<file path="src/rtl/hazard_probe_sched.sv">
// hazard_probe_sched: time-shares one map ROM read port between two
// characters. Each granted request issues three probe reads (feet centre,
// lifted left and lifted right). It then reports whether any returned colour
// is lethal for that character.
// Optional feature: define HAZARD_EARLY_EXIT_EN to jump straight to REPORT
// on a hit seen in PROBE1 or PROBE2.
module hazard_probe_sched #(
    parameter logic [23:0] HAZ0_A   = 24'hAC0404,
    parameter logic [23:0] HAZ0_B   = 24'h69A42A,
    parameter logic [23:0] HAZ1_A   = 24'h2A5CAC,
    parameter logic [23:0] HAZ1_B   = 24'h69A42A,
    parameter int          PROBE_DX = 8,
    parameter int          PROBE_DY = 4
) (
    input  logic        Clk,
    input  logic        Reset_n,
    input  logic [1:0]  req,
    input  logic [9:0]  req_x0,
    input  logic [9:0]  req_x1,
    input  logic [9:0]  req_y0,
    input  logic [9:0]  req_y1,
    input  logic [6:0]  req_h0,
    input  logic [6:0]  req_h1,
    output logic [1:0]  req_ack,
    output logic [16:0] rom_addr,
    input  logic [23:0] rom_data,
    output logic [1:0]  done,
    output logic [1:0]  dead,
    output logic        busy
);

    typedef enum logic [2:0] {
        IDLE   = 3'd0,
        PROBE0 = 3'd1,
        PROBE1 = 3'd2,
        PROBE2 = 3'd3,
        DRAIN  = 3'd4,
        REPORT = 3'd5
    } state_t;

    localparam logic [16:0] DX_W  = 17'(PROBE_DX);
    localparam logic [16:0] DY_W  = 17'(PROBE_DY);
    localparam logic [16:0] X_MAX = 17'd639;
    localparam logic [16:0] Y_MAX = 17'd479;

    // Feet row: centre plus half height, pinned to the last visible line.
    function automatic logic [16:0] calc_yb(input logic [9:0] y, input logic [6:0] h);
        logic [16:0] s;
        s = {7'd0, y} + {11'd0, h[6:1]};
        if (s > Y_MAX) s = Y_MAX;
        return s;
    endfunction

    function automatic logic [16:0] x_left(input logic [16:0] xv);
        return (xv < DX_W) ? 17'd0 : (xv - DX_W);
    endfunction

    function automatic logic [16:0] x_right(input logic [16:0] xv);
        logic [16:0] s;
        s = xv + DX_W;
        return (s > X_MAX) ? X_MAX : s;
    endfunction

    function automatic logic [16:0] y_up(input logic [16:0] yv);
        return (yv < DY_W) ? 17'd0 : (yv - DY_W);
    endfunction

    // The map is stored at quarter resolution, 160 cells per row.
    function automatic logic [16:0] cell_addr(input logic [16:0] xv, input logic [16:0] yv);
        return (xv >> 2) + ((yv >> 2) * 17'd160);
    endfunction

    state_t      state_q;
    logic        owner_q;
    logic        last_q;
    logic        hit_q;
    logic        busy_q;
    logic [1:0]  req_ack_q;
    logic [1:0]  done_q;
    logic [1:0]  dead_q;
    logic [16:0] rom_addr_q;
    logic [16:0] x_q;
    logic [16:0] yb_q;

    logic        gnt_w;
    logic [9:0]  sel_x;
    logic [9:0]  sel_y;
    logic [6:0]  sel_h;
    logic [16:0] yb_w;
    logic [16:0] a1_w;
    logic [16:0] a2_w;
    logic [16:0] a3_w;
    logic        match_w;

    // Round-robin: on a tie the requester not granted last wins.
    assign gnt_w = (req[0] & req[1]) ? ~last_q : req[1];
    assign sel_x = gnt_w ? req_x1 : req_x0;
    assign sel_y = gnt_w ? req_y1 : req_y0;
    assign sel_h = gnt_w ? req_h1 : req_h0;
    assign yb_w  = calc_yb(sel_y, sel_h);
    assign a1_w  = cell_addr({7'd0, sel_x}, yb_w);
    assign a2_w  = cell_addr(x_left(x_q), y_up(yb_q));
    assign a3_w  = cell_addr(x_right(x_q), y_up(yb_q));

    assign match_w = owner_q ? ((rom_data == HAZ1_A) || (rom_data == HAZ1_B))
                             : ((rom_data == HAZ0_A) || (rom_data == HAZ0_B));

    assign req_ack  = req_ack_q;
    assign rom_addr = rom_addr_q;
    assign done     = done_q;
    assign dead     = dead_q;
    assign busy     = busy_q;

    // Capture the granted character position; A1 is issued straight from the inputs.
    always_ff @(posedge Clk) begin
        if (state_q == IDLE && (|req)) begin
            x_q  <= {7'd0, sel_x};
            yb_q <= yb_w;
        end
    end

    // Scheduler FSM with registered outputs.
    always_ff @(posedge Clk or negedge Reset_n) begin
        if (!Reset_n) begin
            state_q    <= IDLE;
            owner_q    <= 1'b0;
            last_q     <= 1'b1;
            hit_q      <= 1'b0;
            busy_q     <= 1'b0;
            req_ack_q  <= 2'b00;
            done_q     <= 2'b00;
            dead_q     <= 2'b00;
            rom_addr_q <= 17'd0;
        end else begin
            req_ack_q <= 2'b00;
            done_q    <= 2'b00;
            case (state_q)
                IDLE: begin
                    if (|req) begin
                        state_q    <= PROBE0;
                        owner_q    <= gnt_w;
                        last_q     <= gnt_w;
                        req_ack_q  <= gnt_w ? 2'b10 : 2'b01;
                        hit_q      <= 1'b0;
                        busy_q     <= 1'b1;
                        rom_addr_q <= a1_w;
                    end
                end
                PROBE0: begin
                    rom_addr_q <= a2_w;
                    state_q    <= PROBE1;
                end
                PROBE1: begin
                    hit_q <= hit_q | match_w;
`ifdef HAZARD_EARLY_EXIT_EN
                    if (match_w) begin
                        dead_q[owner_q] <= 1'b1;
                        done_q[owner_q] <= 1'b1;
                        rom_addr_q      <= 17'd0;
                        state_q         <= REPORT;
                    end else begin
                        rom_addr_q <= a3_w;
                        state_q    <= PROBE2;
                    end
`else
                    rom_addr_q <= a3_w;
                    state_q    <= PROBE2;
`endif
                end
                PROBE2: begin
                    hit_q <= hit_q | match_w;
`ifdef HAZARD_EARLY_EXIT_EN
                    if (match_w) begin
                        dead_q[owner_q] <= 1'b1;
                        done_q[owner_q] <= 1'b1;
                        rom_addr_q      <= 17'd0;
                        state_q         <= REPORT;
                    end else begin
                        state_q <= DRAIN;
                    end
`else
                    state_q <= DRAIN;
`endif
                end
                DRAIN: begin
                    // Last read returns now; verdict and done appear together in REPORT.
                    hit_q           <= hit_q | match_w;
                    dead_q[owner_q] <= hit_q | match_w;
                    done_q[owner_q] <= 1'b1;
                    rom_addr_q      <= 17'd0;
                    state_q         <= REPORT;
                end
                REPORT: begin
                    busy_q  <= 1'b0;
                    state_q <= IDLE;
                end
                default: begin
                    busy_q     <= 1'b0;
                    rom_addr_q <= 17'd0;
                    state_q    <= IDLE;
                end
            endcase
        end
    end

endmodule

</file>
<file path="config.mk">
export PLATFORM = sky130hd
export DESIGN_NAME = hazard_probe_sched
export DESIGN_NICKNAME = d
export VERILOG_FILES = /design/src/rtl/hazard_probe_sched.sv
export SDC_FILE = /design/constraint.sdc
export NUM_CORES = 1
export LEC_CHECK = 0
export BUFFER_PORTS_ARGS = -buffer_cell sky130_fd_sc_hd__buf_2
export CAP_MARGIN = 20
export CORE_MARGIN = 1.5
export CORE_UTILIZATION = 50
export CTS_CLUSTER_DIAMETER = 60
export DETAILED_ROUTE_END_ITERATION = 10
export PLACE_DENSITY = 0.89
export RECOVER_POWER = 100
export SETUP_SLACK_MARGIN = 0.5
export SKIP_LAST_GASP = 1
export SYNTH_ARGS = -nofsm -noshare
export SYNTH_HDL_FRONTEND = slang
export SYNTH_SLANG_ARGS = --single-unit
</file>
<file path="constraint.sdc">
create_clock -name Clk -period 6.4 [get_ports Clk]
set_input_delay 1.6 -clock Clk [delete_from_list [all_inputs] [get_ports Clk]]
set_output_delay 1.6 -clock Clk [all_outputs]
set_load 0.02 [all_outputs]
</file>
==> metrics.md, run 1 <==
| Metric | Value |
|---|---|
| First-pass GRT wire length | 21.2 mm |
| Relative slew slack | -19.0% |
| Status | complete, but fails checks |
| Initial Util | 51.1% |
| CTS tree | built |
| Final worst path period share | 99.5% |
| Final GP Congestion | 0.894 |
| DP HPWL | 9.67 mm |
| Worst R2R Setup Slack | 1000 ps |
| Via count | 4681 |
| Drt pass-1 iters | 5 |
| Gr busiest metal | met2 |
| Clk slew on worst S/H paths | 100 ps |
| Synthesis-to-finish area growth | 29.0% |
| Max clock buf depth | 2 |
| Worst hold slack | 505 ps |
| Worst slew pin tran | 1780 ps |
| DIE AREA | 9940 sq um |
| Gr ovfl total | 0 |
| Sequential fraction of the synthesis area | 28.3% |
| Setup crit start kind | input port |
| Clk_lat worst skew | 320 ps |
| Diode count | 0 |
| Largest net degree at the start of global routing | 31 |
| Setup ws final | 31.6 ps |
| Synth cell types | 62 |
| Failing checks | capacitance limit, slew limit |
| CP Class | input port to flip-flop |
| PD cells | 529 nW/um^2 |
| Antenna violations before repair | 0 |
| Synth Register Bits | 49 |
| Peak VDD IR | 0.249 mV |
| CTS sink cnt | 49 |
| Final Slew Violations | 31 |
| Clock buffer count from CTS | 5 |
| Via density | 5.94 |
| Initial DRC Count | 246 |
| Final Hold Vio Count | 0 |
| P_leak | 0.00278 uW |
| Total GRT Usage | 26.1% |
| Post-DRT Antenna Nets | 0 |
| Final TNS setup | 0 ps |
| RSZ-0062 raised after global routing | yes |
| Syn Area/Cell | 8.89 sq um |
| Multi-input gate area | 3460 sq um |
| WL/cell | 16.3 um |
| Class of the worst hold path | flip-flop to flip-flop |
| Critical path required time | 6600 ps |
| Mapped cell area | 4680 sq um |
| Share of layout cells above drive strength 1 | 30.4% |
| Fillers | 669 |
| Die H | 99.7 um |
| Vias in the first global route | 4850 |
| H-Tree Depth | 2 |
| CP endpoint kind | flip-flop |
| Die width | 99.7 um |
| Routing usage on met3 | 3.16% |
| Number of port buffers | 103 |
| Setup Skew | 9.51 ps |
| Yosys Warn Count | 0 |
| Asr flop ratio synth | 61.2% |
| Routed wire length | 12.8 mm |
| Mapped Cells | 526 |
| Layout net count | 817 |
| Tmin final | 6370 ps |
| Core box area | 9150 sq um |
| EDFF count, synth | 19 |
| Utilization after layout | 65.9% |
| Dpl ws | -280 ps |
| Highest Clock Rate | 0.157 GHz |
| Crit-path max FO | 8 |
| Cell Rows | 35 |
| Endpoints failing setup | 0 |
| Clock Tree Root | clkbuf_8 |
| Critical path data arrival time | 6570 ps |
| Reg area | 1320 sq um |
| Met2 Usage GRT | 50.0% |
| Met1 Usage GRT | 28.7% |
| Io pins | 106 |
| Cts hold-fix bufs | 0 |
| Max-cap violations | 1 |
| DRC violations left | 0 |
| Synth Flop Type | dfrtp_1 |
## layout make-up
type	count	area share, %
Clock buffer	5	1.14
Clock inverter	3	0.560
Inverter	28	1.74
Multi-Input combinational cell	439	57.4
Sequential cell	49	21.9
Tap cell	111	2.30
Timing Repair Buffer	153	15.0
## report_power, final
part / internal (uW) / switching, uW / leakage (uW)
clock: 81.8 / 124 / 0.0000511
sequential: 474 / 108 / 0.000541
combinational: 1060 / 1340 / 0.00219
total: 1610 / 1570 / 0.00278
## state kept, by name (all words and copies together) (netlist names), 2 cells and up
register	flops
yb_q	9
state_q	3
x_q	10
rom_addr	17
done	2
dead	2
req_ack	2
## metrics by stage
stage	power, uW	instances	cell area (sq um)
after CTS	3050	780	5910
final	3190	788	6030
after global placement	2550	757	5560
after floorplan	2090	531	4790
after global routing	3440	788	6030
after detailed placement	2670	757	5560
## metal layers
layer	share of wire, %	up-vias	routed length (um)
met5	0	-	0
met4	4.0	0	509
met3	5.0	51	638
met2	52	202	6710
met1	39	2205	4960
li1	-	2223	-
## final timing paths
check | startpoint | end | cells after the start
hold / removal | rom_addr[11]$_DFFE_PN0P_ | rom_addr[11]$_DFFE_PN0P_ | 2
min in group asynchronous | Reset_n | rom_addr[2]$_DFFE_PN0P_ | 1
setup / recovery | req[0] | rom_addr[14]$_DFFE_PN0P_ | 22
setup reg to reg | last_q$_DFFE_PN1P_ | rom_addr[14]$_DFFE_PN0P_ | 21
max in group asynchronous | Reset_n | rom_addr[15]$_DFFE_PN0P_ | 1
hold reg to reg | rom_addr[11]$_DFFE_PN0P_ | rom_addr[11]$_DFFE_PN0P_ | 2
## cell usage in the layout, fill, tap and decap left out, types with 8 or more instances in the layout
| cell type | n |
|---|---|
| a21o_1 | 12 |
| a21oi_1 | 26 |
| buf_2 | 101 |
| buf_4 | 46 |
| dfrtp_1 | 29 |
| edfxtp_1 | 19 |
| ha_1 | 46 |
| inv_1 | 26 |
| mux2_1 | 19 |
| nand2_1 | 37 |
| nand2b_1 | 13 |
| nor2_1 | 51 |
| nor3_1 | 14 |
| o21ai_0 | 12 |
| o21ai_1 | 14 |
| xnor2_1 | 28 |
| xor2_1 | 8 |
## synth_stat cells, types with 3 or more instances
cell,count,area share [%]
dfrtp_1,29,16
xor2_1,11,2.1
a221oi_1,8,1.5
mux2_1,21,5.1
o21a_1,7,1.1
ha_1,54,14
edfxtp_1,19,12
a211oi_1,4,0.64
xnor2_1,29,5.4
buf_1,5,0.40
o221ai_1,4,0.75
a31oi_1,7,0.94
nand4_1,7,0.94
fa_1,5,2.1
nor4_1,3,0.40
nand2b_1,14,1.9
nor3_1,17,1.8
clkbuf_1,10,0.80
nor2_1,53,4.3
a22oi_1,4,0.64
or4_1,3,0.48
a311oi_1,3,0.56
or3_1,4,0.53
inv_1,27,2.2
o211ai_1,3,0.48
nand2_1,37,3.0
nand3_1,6,0.64
nor3b_1,4,0.64
o21ai_0,13,1.4
o21bai_1,5,0.80
a21oi_1,29,3.1
and2_1,3,0.40
mux2i_1,6,1.3
nor2b_1,5,0.67
or2_1,6,0.80
o21ai_1,14,1.5
and3_1,7,0.94
a21o_1,12,1.9
## logic make-up after synthesis
group	Yosys count	share of synthesized area (%)
other	1	0.0802
AND/OR/NAND/NOR	174	18.4
multiplexers	29	6.82
flip-flops	49	28.3
XOR/XNOR	40	7.49
buffers and inverters	43	3.45
adder cells (fa/ha/maj)	59	16.6
AO/OA/AOI/OAI	131	18.9
## repair_timing
item	4_1_cts	5_1_grt
pin swaps	9	12
endpoints found under the setup margin	5	7
gates resized for setup	22	13
buffers inserted	15	7
hold endpoints to repair	0	0
## worst max-delay path, cell delays in order
cell and delay, ps:
buf_6 100, a21boi_4 280, mux2_4 350, ha_4 170
fa_2 340, a21o_1 180, a21oi_2 180, o21bai_2 110
a21oi_4 210, xor2_2 120, a311oi_2 350, nand2b_1 120
ha_1 300, ha_2 190, inv_2 50, fa_2 370
xor2_2 170, or4_4 500, or3_4 350, or2_1 270
xnor2_1 200, o21ai_1 80
(Power assumes the default switching activity.)
==> inputs of run 2 (changes only) <==
--- a/config.mk
+++ b/config.mk
@@ -5,13 +5,14 @@
 export SDC_FILE = /design/constraint.sdc
 export NUM_CORES = 1
 export LEC_CHECK = 0
+export ABC_AREA = 1
 export BUFFER_PORTS_ARGS = -buffer_cell sky130_fd_sc_hd__buf_2
 export CAP_MARGIN = 20
 export CORE_MARGIN = 1.5
 export CORE_UTILIZATION = 50
 export CTS_CLUSTER_DIAMETER = 60
 export DETAILED_ROUTE_END_ITERATION = 10
-export PLACE_DENSITY = 0.89
+export PLACE_DENSITY = 0.88
 export RECOVER_POWER = 100
 export SETUP_SLACK_MARGIN = 0.5
 export SKIP_LAST_GASP = 1
==> metrics.md, run 2 <==
| Metric | Value |
|---|---|
| CP dominant cell by count | nand2_1 |
| Post-DRT Antenna Nets | 0 |
| Clk_lat worst skew | 320 ps |
| EDFF count, synth | 19 |
| Clock Tree Root | clkbuf_8 |
| Mapped Cells | 729 |
| Antenna violations before repair | 0 |
| Failing checks | capacitance limit, slew limit |
| Largest net degree at the start of global routing | 31 |
| Setup Skew | 17.3 ps |
| Share of layout cells above drive strength 1 | 15.6% |
| H-Tree Depth | 2 |
| Initial Util | 51.8% |
| Setup crit start kind | input port |
| Gr ovfl total | 0 |
| CTS tree | built |
| Diode count | 0 |
| DIE AREA | 10700 sq um |
| Sequential fraction of the synthesis area | 26.1% |
| RSZ-0062 raised after global routing | no |
| Switching part of the total power | 55.6% |
| CTS sink cnt | 49 |
| Clk slew on worst S/H paths | 100 ps |
| Core box area | 9770 sq um |
| First-pass GRT wire length | 19.4 mm |
| Layout net count | 976 |
| Critical path data arrival time | 5960 ps |
| Synth Flop Type | dfrtp_1 |
| Via density | 5.16 |
| DRC violations left | 0 |
| Max clock buf depth | 2 |
| P_int | 1460 uW |
| Drt pass-1 iters | 5 |
| Crit-path slowest cell | fa_1 |
| Power share of the combinational group | 77.1% |
| Clock buffer count from CTS | 5 |
| Synthesis-to-finish area growth | 14.2% |
| CP Class | input port to flip-flop |
| Io pins | 106 |
| Synth cell count leaders | nand2_1 (231), inv_1 (83), nor2_1 (60) |
| Crit-path max FO | 29 |
| Relative slew slack | -3.03% |
| Max-cap violations | 1 |
| Mapped cell area | 5060 sq um |
| Sequential share of power | 17.2% |
| Leading cell type in the layout, fill and taps excluded | nand2_1 |
| Syn Area/Cell | 6.94 sq um |
| Final Slew Violations | 31 |
| Worst slew pin tran | 1550 ps |
| Tmin final | 5760 ps |
| Post-CTS Setup Bufs | 0 |
| PD cells | 566 nW/um^2 |
| Status | complete, but fails checks |
| Yosys Warn Count | 0 |
| Highest Clock Rate | 0.174 GHz |
| Top-count cell post-synth | nand2_1 |
| Top cells by area, synth | nand2_1 (17%), dfrtp_1 (14%), ha_1 (13%) |
| Asr flop ratio synth | 61.2% |
| Largest register FFs | 17 |
| Routed wire length | 11.8 mm |
| Via count | 4997 |
| Endpoints failing setup | 0 |
| DP HPWL | 9.66 mm |
| Resized Gates After CTS | 0 |
| Total GRT Usage | 21.5% |
| CP endpoint kind | flip-flop |
| Die width | 104 um |
| Psw | 1820 uW |
| Synth Register Bits | 49 |
| Final GP Congestion | 0.913 |
| Final TNS setup | 0 ps |
| Most frequent cells in the layout | nand2_1 (234), inv_1 (83), buf_2 (77) |
| Max stage delay on crit path | 450 ps |
| Critical path required time | 6600 ps |
| Post-synth top area share | 17.1% |
| Vias in the first global route | 4512 |
| Worst hold path depth | 2 |
| P_leak | 0.00311 uW |
| Post-synth top area cell | nand2_1 |
| Cell Rows | 36 |
| FF-to-FF path depth | 31 |
| Clock power frac | 5.8% |
| Class of the worst hold path | flip-flop to flip-flop |
| Cts hold-fix bufs | 0 |
| Die H | 104 um |
| Total chip power | 3270 uW |
| Peak VDD IR | 0.248 mV |
| Final worst path period share | 90.1% |
| WL/cell | 12.2 um |
| Number of port buffers | 103 |
| Worst R2R Setup Slack | 1520 ps |
| Synth cell types | 50 |
| Final Hold Vio Count | 0 |
| Worst hold slack | 482 ps |
| Initial DRC Count | 265 |
## run 2: cell types whose count changed in the layout (fill, tap and decap cells not counted), moves of 11 or more
cell	before	now
buf_2	101	77
a21o_1	12	1
nand2_1	37	234
inv_1	26	83
xnor2_1	28	9
mux2_1	19	0
clkbuf_1	2	28
nand2b_1	13	0
o21ai_0	12	25
nand3_1	6	48
buf_4	46	1
## run 2: power by group through the flow
stage	logic (uW)	registers, uW	clock network (uW)
after floorplan	1880	620	0
after global placement	2390	559	0
after detailed placement	2460	565	0
after CTS	2480	560	189
after global routing	2850	577	202
final	2520	563	188
## run 2: cells by family after synthesis
logic type / synth area share, %
AOI/OAI and AO/OA: 10.6
muxes: 0.396
xor gates and xnor gates: 3.98
adders and majority gates: 15.3
and+or+nand+nor: 34.9
DFF: 26.1
other: 0.0741
buffers and inverters: 8.58
## run 2: critical path: cells and delay by family
| kind | cells | cell delay, ps |
|---|---|---|
| AO/OA/AOI/OAI | 2 | 190 |
| adder cells (fa/ha/maj) | 5 | 1630 |
| buffers and inverters | 4 | 480 |
| AND/OR/NAND/NOR | 21 | 2040 |
## run 2: final timing paths
kind / startpoint / endpoint
min reg2reg: last_q$_DFFE_PN1P_ / last_q$_DFFE_PN1P_
max in group asynchronous: Reset_n / rom_addr[13]$_DFFE_PN0P_
max reg2reg: last_q$_DFFE_PN1P_ / rom_addr[12]$_DFFE_PN0P_
min: last_q$_DFFE_PN1P_ / last_q$_DFFE_PN1P_
max: req[0] / rom_addr[12]$_DFFE_PN0P_
min in group asynchronous: Reset_n / req_ack[0]$_DFF_PN0_
## run 2: routing by layer
metal	vias up	track usage, %	part of all wire [%]
li1	2588	-	-
met4	0	5.75	1.5
met3	20	3.08	7.9
met1	2200	28.5	44
met2	189	36.8	46
met5	-	0	0
## run 2: area by class of cell
| cell class | count | area, sq um |
|---|---|---|
| clock inverters | 2 | 15.0 |
| clock buffers | 6 | 72.6 |
| well taps | 133 | 166 |
| flip-flops and latches | 49 | 1320 |
| repair buffers | 107 | 514 |
| fillers | 919 | 3990 |
| inverters | 95 | 364 |
| multi-input cells | 577 | 3330 |
## run 2: through the flow
stage               area [sq um]  setup slack, ps  utilization (%)  std cells
floorplan                   5080              714                -        734
global placement            5710              541             58.4        960
detailed placement          5710              384             58.4        960
CTS                         5800              700             59.3        968
global route                5780              245             59.2        969
finish                      5780              636             59.2        969
